===== config.mk =====
export PLATFORM = sky130hd
export DESIGN_NAME = ov7670_config_sequencer
export DESIGN_NICKNAME = d
export VERILOG_FILES = /design/src/rtl/ov7670_cfg_pkg.sv /design/src/rtl/ov7670_delay_timer.sv /design/src/rtl/ov7670_config_sequencer.sv
export SDC_FILE = /design/constraint.sdc
export NUM_CORES = 1
export LEC_CHECK = 0
export BUFFER_PORTS_ARGS = -buffer_cell sky130_fd_sc_hd__buf_2
export CORE_MARGIN = 4
export CORE_UTILIZATION = 40
export CTS_BUF_LIST = sky130_fd_sc_hd__clkbuf_2 sky130_fd_sc_hd__clkbuf_4 sky130_fd_sc_hd__clkbuf_8
export DETAILED_ROUTE_END_ITERATION = 7
export GPL_ROUTABILITY_DRIVEN = 0
export PLACE_DENSITY_LB_ADDON = 0.15
export SYNTH_ARGS = -nofsm -noshare
export SYNTH_HDL_FRONTEND = slang
export SYNTH_SLANG_ARGS = --single-unit

===== constraint.sdc =====
create_clock -name clk -period 2.7 [get_ports clk]
set_input_delay 0 -clock clk [delete_from_list [all_inputs] [get_ports clk]]
set_output_delay 0 -clock clk [all_outputs]
set_load 0.02 [all_outputs]

===== src/rtl/ov7670_cfg_pkg.sv =====
// ov7670_cfg_pkg
// Shared definitions for the OV7670 configuration path: the in-band ROM
// markers (also used by the ROM documentation and the bench) and the
// sequencer state encoding.
package ov7670_cfg_pkg;

  // End-of-table marker: the sequence finishes when this word is decoded.
  localparam logic [15:0] ROM_END   = 16'hFFFF;
  // Delay marker: pause the sequence for DELAY_CYCLES clocks.
  localparam logic [15:0] ROM_DELAY = 16'hFFF0;
  // Highest ROM address; the walk never wraps past it.
  localparam logic [7:0]  ROM_LAST_ADDR = 8'hFF;

  typedef enum logic [2:0] {
    ST_IDLE,
    ST_FETCH,
    ST_DECODE,
    ST_SEND,
    ST_DELAY,
    ST_DONE
  } cfg_state_e;

endpackage


===== src/rtl/ov7670_delay_timer.sv =====
// ov7670_delay_timer
// Down-counter that times a ROM delay entry. A load pulse presets the
// counter to DELAY_CYCLES-1; it then decrements once per clock and holds
// at zero. 'expired' is high while the count is zero, so a load followed
// by waiting for 'expired' spans exactly DELAY_CYCLES cycles.
//
// Ports:
//   clk      in   system clock
//   rst_n    in   asynchronous active-low reset (counter -> 0)
//   load     in   preset the counter to DELAY_CYCLES-1
//   expired  out  counter has reached zero
module ov7670_delay_timer #(
  parameter int DELAY_CYCLES = 250000
) (
  input  logic clk,
  input  logic rst_n,
  input  logic load,
  output logic expired
);

  localparam int W = $clog2(DELAY_CYCLES + 1);
  localparam logic [W-1:0] LOAD_VAL = W'(DELAY_CYCLES - 1);

  logic [W-1:0] count;

  always_ff @(posedge clk or negedge rst_n) begin
    if (!rst_n) begin
      count <= '0;
    end else if (load) begin
      count <= LOAD_VAL;
    end else if (count != '0) begin
      count <= count - W'(1);
    end
  end

  assign expired = (count == '0);

endmodule


===== src/rtl/ov7670_config_sequencer.sv =====
// ov7670_config_sequencer
// Walks the OV7670 configuration ROM from address 0, turning each 16-bit
// entry {reg, data} into one SCCB register-write request. Handles the
// in-band delay (ROM_DELAY) and end (ROM_END) markers, skips any other
// entry whose register byte is 8'hFF, and stops at address 255 if no end
// marker is found.
//
// Ports:
//   clk         in   system clock (rising edge)
//   rst_n       in   asynchronous active-low reset
//   start       in   level-sampled start/restart (honoured in IDLE/DONE)
//   rom_addr    out  ROM address, registered
//   rom_dout    in   ROM word, valid the cycle after rom_addr changes
//   sccb_valid  out  write request to the SCCB master
//   sccb_ready  in   SCCB master accepts when high together with valid
//   sccb_reg    out  register address of the request
//   sccb_data   out  register data of the request
//   busy        out  sequence in progress
//   done        out  sequence finished
//   wr_count    out  accepted writes since the last start, saturating
module ov7670_config_sequencer
  import ov7670_cfg_pkg::*;
#(
  parameter int DELAY_CYCLES = 250000,
  parameter bit AUTO_START   = 1'b1
) (
  input  logic        clk,
  input  logic        rst_n,
  input  logic        start,
  output logic [7:0]  rom_addr,
  input  logic [15:0] rom_dout,
  output logic        sccb_valid,
  input  logic        sccb_ready,
  output logic [7:0]  sccb_reg,
  output logic [7:0]  sccb_data,
  output logic        busy,
  output logic        done,
  output logic [7:0]  wr_count
);

  cfg_state_e state, state_nx;

  // High only in the first cycle after reset release; drives auto-start.
  logic first_cycle;

  logic begin_seq;
  logic latch_word;
  logic accepted;
  logic advance;
  logic timer_load;
  logic timer_expired;

  ov7670_delay_timer #(
    .DELAY_CYCLES(DELAY_CYCLES)
  ) u_delay_timer (
    .clk    (clk),
    .rst_n  (rst_n),
    .load   (timer_load),
    .expired(timer_expired)
  );

  always_ff @(posedge clk or negedge rst_n) begin
    if (!rst_n) begin
      state       <= ST_IDLE;
      first_cycle <= 1'b1;
    end else begin
      state       <= state_nx;
      first_cycle <= 1'b0;
    end
  end

  always_comb begin
    state_nx   = state;
    begin_seq  = 1'b0;
    latch_word = 1'b0;
    accepted   = 1'b0;
    advance    = 1'b0;
    timer_load = 1'b0;

    case (state)
      ST_IDLE: begin
        if (start || (AUTO_START && first_cycle)) begin
          begin_seq = 1'b1;
          state_nx  = ST_FETCH;
        end
      end
      ST_FETCH: begin
        state_nx = ST_DECODE;
      end
      ST_DECODE: begin
        if (rom_dout == ROM_END) begin
          state_nx = ST_DONE;
        end else if (rom_dout == ROM_DELAY) begin
          timer_load = 1'b1;
          state_nx   = ST_DELAY;
        end else if (rom_dout[15:8] == 8'hFF) begin
          advance = 1'b1;
        end else begin
          latch_word = 1'b1;
          state_nx   = ST_SEND;
        end
      end
      ST_SEND: begin
        if (sccb_ready) begin
          accepted = 1'b1;
          advance  = 1'b1;
        end
      end
      ST_DELAY: begin
        if (timer_expired) begin
          advance = 1'b1;
        end
      end
      ST_DONE: begin
        if (start) begin
          begin_seq = 1'b1;
          state_nx  = ST_FETCH;
        end
      end
      default: begin
        state_nx = ST_IDLE;
      end
    endcase

    // Every way out of an entry funnels through here so the end-of-ROM
    // stop is handled in one place.
    if (advance) begin
      state_nx = (rom_addr == ROM_LAST_ADDR) ? ST_DONE : ST_FETCH;
    end
  end

  always_ff @(posedge clk or negedge rst_n) begin
    if (!rst_n) begin
      rom_addr  <= '0;
      sccb_reg  <= '0;
      sccb_data <= '0;
      wr_count  <= '0;
    end else begin
      if (begin_seq) begin
        rom_addr <= '0;
        wr_count <= '0;
      end else begin
        if (advance && (rom_addr != ROM_LAST_ADDR)) begin
          rom_addr <= rom_addr + 8'd1;
        end
        if (accepted && (wr_count != 8'hFF)) begin
          wr_count <= wr_count + 8'd1;
        end
      end
      if (latch_word) begin
        sccb_reg  <= rom_dout[15:8];
        sccb_data <= rom_dout[7:0];
      end
    end
  end

  assign sccb_valid = (state == ST_SEND);
  assign busy       = (state != ST_IDLE) && (state != ST_DONE);
  assign done       = (state == ST_DONE);

endmodule


======== After elaboration in Yosys (flattened, before gate mapping) ========
Cells that the tools add are included.
word-level totals
  register bits after elaboration ......... 54
  latch bits .............................. 0
  memory bits (writable) .................. 0
  memory bits (read-only) ................. 0
  input bits .............................. 20
  memories ................................ 0
operators by class
  add/subtract/negate cells ............... 3
  multipliers ............................. 0
  divide/modulo/power cells ............... 0
  $lt $le $gt $ge ......................... 0
  eq/ne operators ......................... 16
  shift-type cells ........................ 0
  multiplexer cells ....................... 31
  bitwise logic cells ..................... 0
  reduce and logical (&&, ||, !) cells .... 13
operators with widths
  kind                                                                     number
  18-bit two-way mux                                                       2
  16-bit equality test, second input constant                              2
  8-bit two-way mux                                                        4
  3-bit two-way mux                                                        7
  18-bit zero test                                                         1
  18-bit nonzero test                                                      1
  18-bit by 1-bit subtractor with 18-bit output, second input constant     1
  8-bit by 1-bit adder with 8-bit output, second input constant            2
  8-bit equality test, second input constant                               2
  8-bit inequality test, second input constant                             2
  1-bit two-way mux                                                        15
  3-bit one-hot mux with 5 select lines                                    1
  3-bit by 2-bit equality test with 1-bit output, second input constant    2
  3-bit equality test, second input constant                               2
  3-bit inequality test, second input constant                             2
  2-bit nonzero test                                                       3
  5-bit inequality test, second input constant                             1
  4-bit AND reduction                                                      1
  3-bit by 1-bit equality test with 1-bit output, second input constant    1
  1-bit logical AND                                                        3
  3-bit zero test                                                          1
  3-bit by 2-bit inequality test with 1-bit output, second input constant  1
  1-bit one-hot mux with 3 select lines                                    1
  3-bit nonzero test                                                       1
  4 further kinds                                                          4

======== Depth between registers and ports, before layout ========
  word-level depth ........................ 8
  gate-level depth with buffers ........... 9

======== Modules after synthesis ========
Synthesis repeated with hierarchy kept, for this count alone.
unflattened totals
  cells, all modules ...................... 266
  area, all modules ....................... 2805.2 sq um
modules (own cells, without submodules)
  module                   instances  cells an instance  area each (sq um)
  ov7670_config_sequencer  1          164                1790.5
  ov7670_delay_timer       1          102                1014.7

======== Least setup slack after synthesis ========
No wires, ideal clock.
  path type ............................... register to register
  from .................................... register state[2]
  to ...................................... register rom_addr[5]
  library setup time ...................... 66 ps
  data arrival time ....................... 1959 ps
  setup slack ............................. 675 ps
  cell stages (with the launch flop) ...... 8
  path buffers ............................ 1
  path through ............................ dfrtp_1 > buf_6 > nand2b_4 > or4_4 > o21ai_2 > o22ai_1 > or4_1 > nand2_1
on the way
  word-level cells in the longest chain between the ends .. 4
  elaborated cells on any way between the ends .. 10
  those cells by class .................... 4 x eq/ne; 3 x mux; 3 x reduce/logical
RTL lines
  element                                                                                       RTL line                        RTL
  start, declared                                                                               ov7670_config_sequencer.sv:41   cfg_state_e state, state_nx;
  start signal, assigned                                                                        ov7670_config_sequencer.sv:67   state <= state_nx;
  3-bit equality test / 3-bit by 2-bit equality test with 1-bit output (equally long branches)  ov7670_config_sequencer.sv:80   case (state)
  1-bit one-hot mux with 3 select lines                                                         ov7670_config_sequencer.sv:80
  1-bit logical AND                                                                             ov7670_config_sequencer.sv:143  if (advance && (rom_addr != ROM_LAST_ADDR)) begin
  2-bit nonzero test (no line)                                                                  n/a
  end signal, assigned                                                                          ov7670_config_sequencer.sv:144  rom_addr <= rom_addr + 8'd1;
  end, declared                                                                                 ov7670_config_sequencer.sv:30   output logic [7:0] rom_addr,
Several ways; a longest one is shown, not always the timed one.
A chain may end at the register's enable or synchronous reset.

======== Final worst setup path ========
Same ends and word-level chain as after synthesis.

==> results.json <==
{
  "r2r_setup_slack_ns": 0.53,
  "largest_reg_flops": 18,
  "vias_per_cell": 5.06,
  "ys_seq_area_share_pct": 50.9,
  "rsz0062_at_grt": "false",
  "grt_max_degree": 37,
  "antenna_found_initial": 0,
  "die_h_um": 89.5,
  "async_reset_ff_share_pct": 100,
  "min_from": "sccb_ready",
  "ios": 55,
  "synth_edf_count": 0,
  "die_area_um2": 8000,
  "drv_slew": 0,
  "rows": 29,
  "yosysMostFrequentCell": "dfrtp_1",
  "worst-setup-path-type": "reg2reg",
  "whs_ns": 0.116,
  "ir_drop_mv": 0.458,
  "detail_route.wl_per_cell_um": 13.8,
  "ys_top_cells_by_area": "dfrtp_1 50%, mux2_2 6.8%, xor2_1 5.3%",
  "drt-initial-drc-count": 56,
  "synth_seq_cells": 54,
  "clkSlewWorstSetupHoldPaths_ns": 0.09,
  "fin_ws_ns": 0.529,
  "required_ns": 2.95,
  "rr_worst_depth": 6,
  "start_kind": "flop",
  "clk_latency_ns": 0.30,
  "vias": 2054,
  "post-place-ws_ns": 0.553,
  "cp_cell_sequence": "nand2b_4 > or4_4 > o21ai_2 > o22ai_1 > or4_1 > nand2_1",
  "final_cells": 406,
  "io_buffers": 54,
  "hold_end": "state[2]",
  "setup_violations": 0,
  "hp-class": "in2reg",
  "final_util_pct": 51.4,
  "die_x_um": 89.5,
  "post-route-drc-count": 0,
  "cpLargestDelayFamily": "simple AND/OR/NAND/NOR gates",
  "crit_fanout": 9,
  "initial_core_util_pct": 41.6,
  "drive_above_1_share_pct": 27.7,
  "syn2layout_area_growth_pct": 23.7,
  "fin_nets": 352,
  "synth_ff_type": "dfrtp_1",
  "cellLeakagePower_nw": 1.43,
  "final_antenna_net_count": 0,
  "slew_headroom_pct": 56.9,
  "syn_inst": 253,
  "final.period_utilization_pct": 80.4,
  "cp_slowest_stage_delay_ns": 0.55,
  "worst_ep_arrival_time_ns": 2.42,
  "synth.top_cell.area_share_pct": 50.0,
  "antenna_cells": 0,
  "max_cap_violations": 0,
  "synth_cell_type_count": 41,
  "fill_cells": 579,
  "placed_cells": 381,
  "ys_top_cells_by_count": "53 x dfrtp_1, 27 x nor2_1, 23 x nand2_1",
  "wirelength_mm": 5.62,
  "worst-path-buf-inv": 0,
  "avgSynthCellArea_um2": 10.5,
  "cts_tree": "yes",
  "hold_viol": 0,
  "power-per-cell-area_nw_per_um2": 830,
  "gr-total-overflow": 0,
  "first_pass_iters": 4,
  "cts_buffers": 5,
  "numClockSinks": 54,
  "cts.htree.levels": 2,
  "cts_setup_buffers": 0,
  "fmax_ghz": 0.461,
  "core_um2": 6390,
  "ys.warnings.count": 0,
  "ctsLongestPathBuffers": 2,
  "regToRegEndpoint": "rom_addr[5]",
  "dpl.hpwl_mm": 4.00,
  "endpoint_kind": "flop",
  "tightest_slew_ns": 0.644,
  "yosys.area.top_type": "dfrtp_1",
  "status": "completed",
  "grt_pass1_vias": 2010,
  "root_buffer": "clkbuf_8",
  "grt_pass1_wl_mm": 9.67,
  "fin_worst_skew_ns": 0.00375,
  "regMostFlops": "u_delay_timer.count",
  "grtUsageTotal_pct": 15.3,
  "syn-cell-area_um2": 2660,
  "r2r_start": "state[2]",
  "tns_ns": 0,
  "finalCriticalPeriod_ns": 2.17,
  "synth_fp_nets": 277,
  "hold_depth": 4,
  "slowest_stage": "or4_4"
}
## worst register-to-register path, stage by stage, from the launching register on
cell and delay, ns:
dfrtp_1 0.49, nand2b_4 0.19, or4_4 0.55, o21ai_2 0.19
o22ai_1 0.13, or4_1 0.50, nand2_1 0.07
## power breakdown
group | total, mW | internal (mW) | switching (mW) | leakage [nW]
logic | 1.06 | 0.469 | 0.595 | 0.757
registers | 1.19 | 1.01 | 0.179 | 0.627
clock network | 0.470 | 0.207 | 0.263 | 0.0472
## how the worst max path moves through the flow
stage                           startpoint                      end  slack [ns]  depth (start not counted)
floorplan                         state[2]              rom_addr[5]        0.67                          7
global placement                  state[2]              rom_addr[5]        0.56                          6
detailed placement                state[2]              rom_addr[5]        0.55                          6
CTS                               state[2]              rom_addr[5]        0.52                          6
global route        u_delay_timer.count[8]  u_delay_timer.count[17]        0.37                          6
finish                            state[2]              rom_addr[5]        0.53                          6
## area by class of cell
type | count | area [µm²] | share of cell area, %
Timing Repair Buffer | 76 | 478 | 14.6
Sequential cell | 54 | 1350 | 41.2
Inverter | 4 | 15.0 | 0.457
Tap cell | 77 | 96.3 | 2.93
Clock buffer | 6 | 82.6 | 2.51
Multi-Input combinational cell | 187 | 1250 | 38.0
Clock inverter | 2 | 12.5 | 0.381
## cell usage in the layout, fill, tap and decap left out, drive strengths merged, types with 2 or more instances in the layout
cell / instances
o211ai: 5
nor2b: 5
mux2i: 2
xnor2: 7
nand2: 23
mux2: 16
xor2: 16
or4: 4
a21oi: 4
o21ai: 10
and2: 5
ha: 4
nand4: 9
o31ai: 5
inv: 4
and3: 5
nand3: 12
buf: 59
dlygate4sd3: 17
clkbuf: 6
nor2: 27
nor3b: 2
nor3: 5
dfrtp: 53
nor4: 5
nand4b: 3
nand2b: 6
## routing by layer
metal	track usage (%)	wire length [µm]	part of all wire, %	vias to the layer above
met5	0	0	0	-
met2	24.0	2570	46	47
met3	4.06	320	5.7	5
met1	21.3	2680	48	963
met4	3.65	50	0.89	0
li1	-	-	-	1039
## metrics by stage
step	total power, mW	cell area [µm²]
floorplan	1.92	2660
global placement	2.25	3020
detailed placement	2.26	3020
CTS	2.76	3280
global route	2.93	3280
finish	2.73	3280
## timing repair
action | CTS | global route
resized for setup | 0 | 0
hold buffers | 17 | 0
endpoints found under the hold margin | 34 | 0
## cell families (layout without fill, tap and decap cells)
group / after synthesis / count (layout) / share of synthesized area (%)
buffers and inverters: 12 / 88 / 2.07
xor gates and xnor gates: 23 / 23 / 7.59
other: 1 / 1 / 0.141
muxes: 18 / 18 / 7.54
and+or+nand+nor: 114 / 114 / 23.4
DFF: 54 / 54 / 50.9
AOI/OAI and AO/OA: 27 / 27 / 6.41
adders and majority gates: 4 / 4 / 1.89
Power figures use the tool's default switching activity.
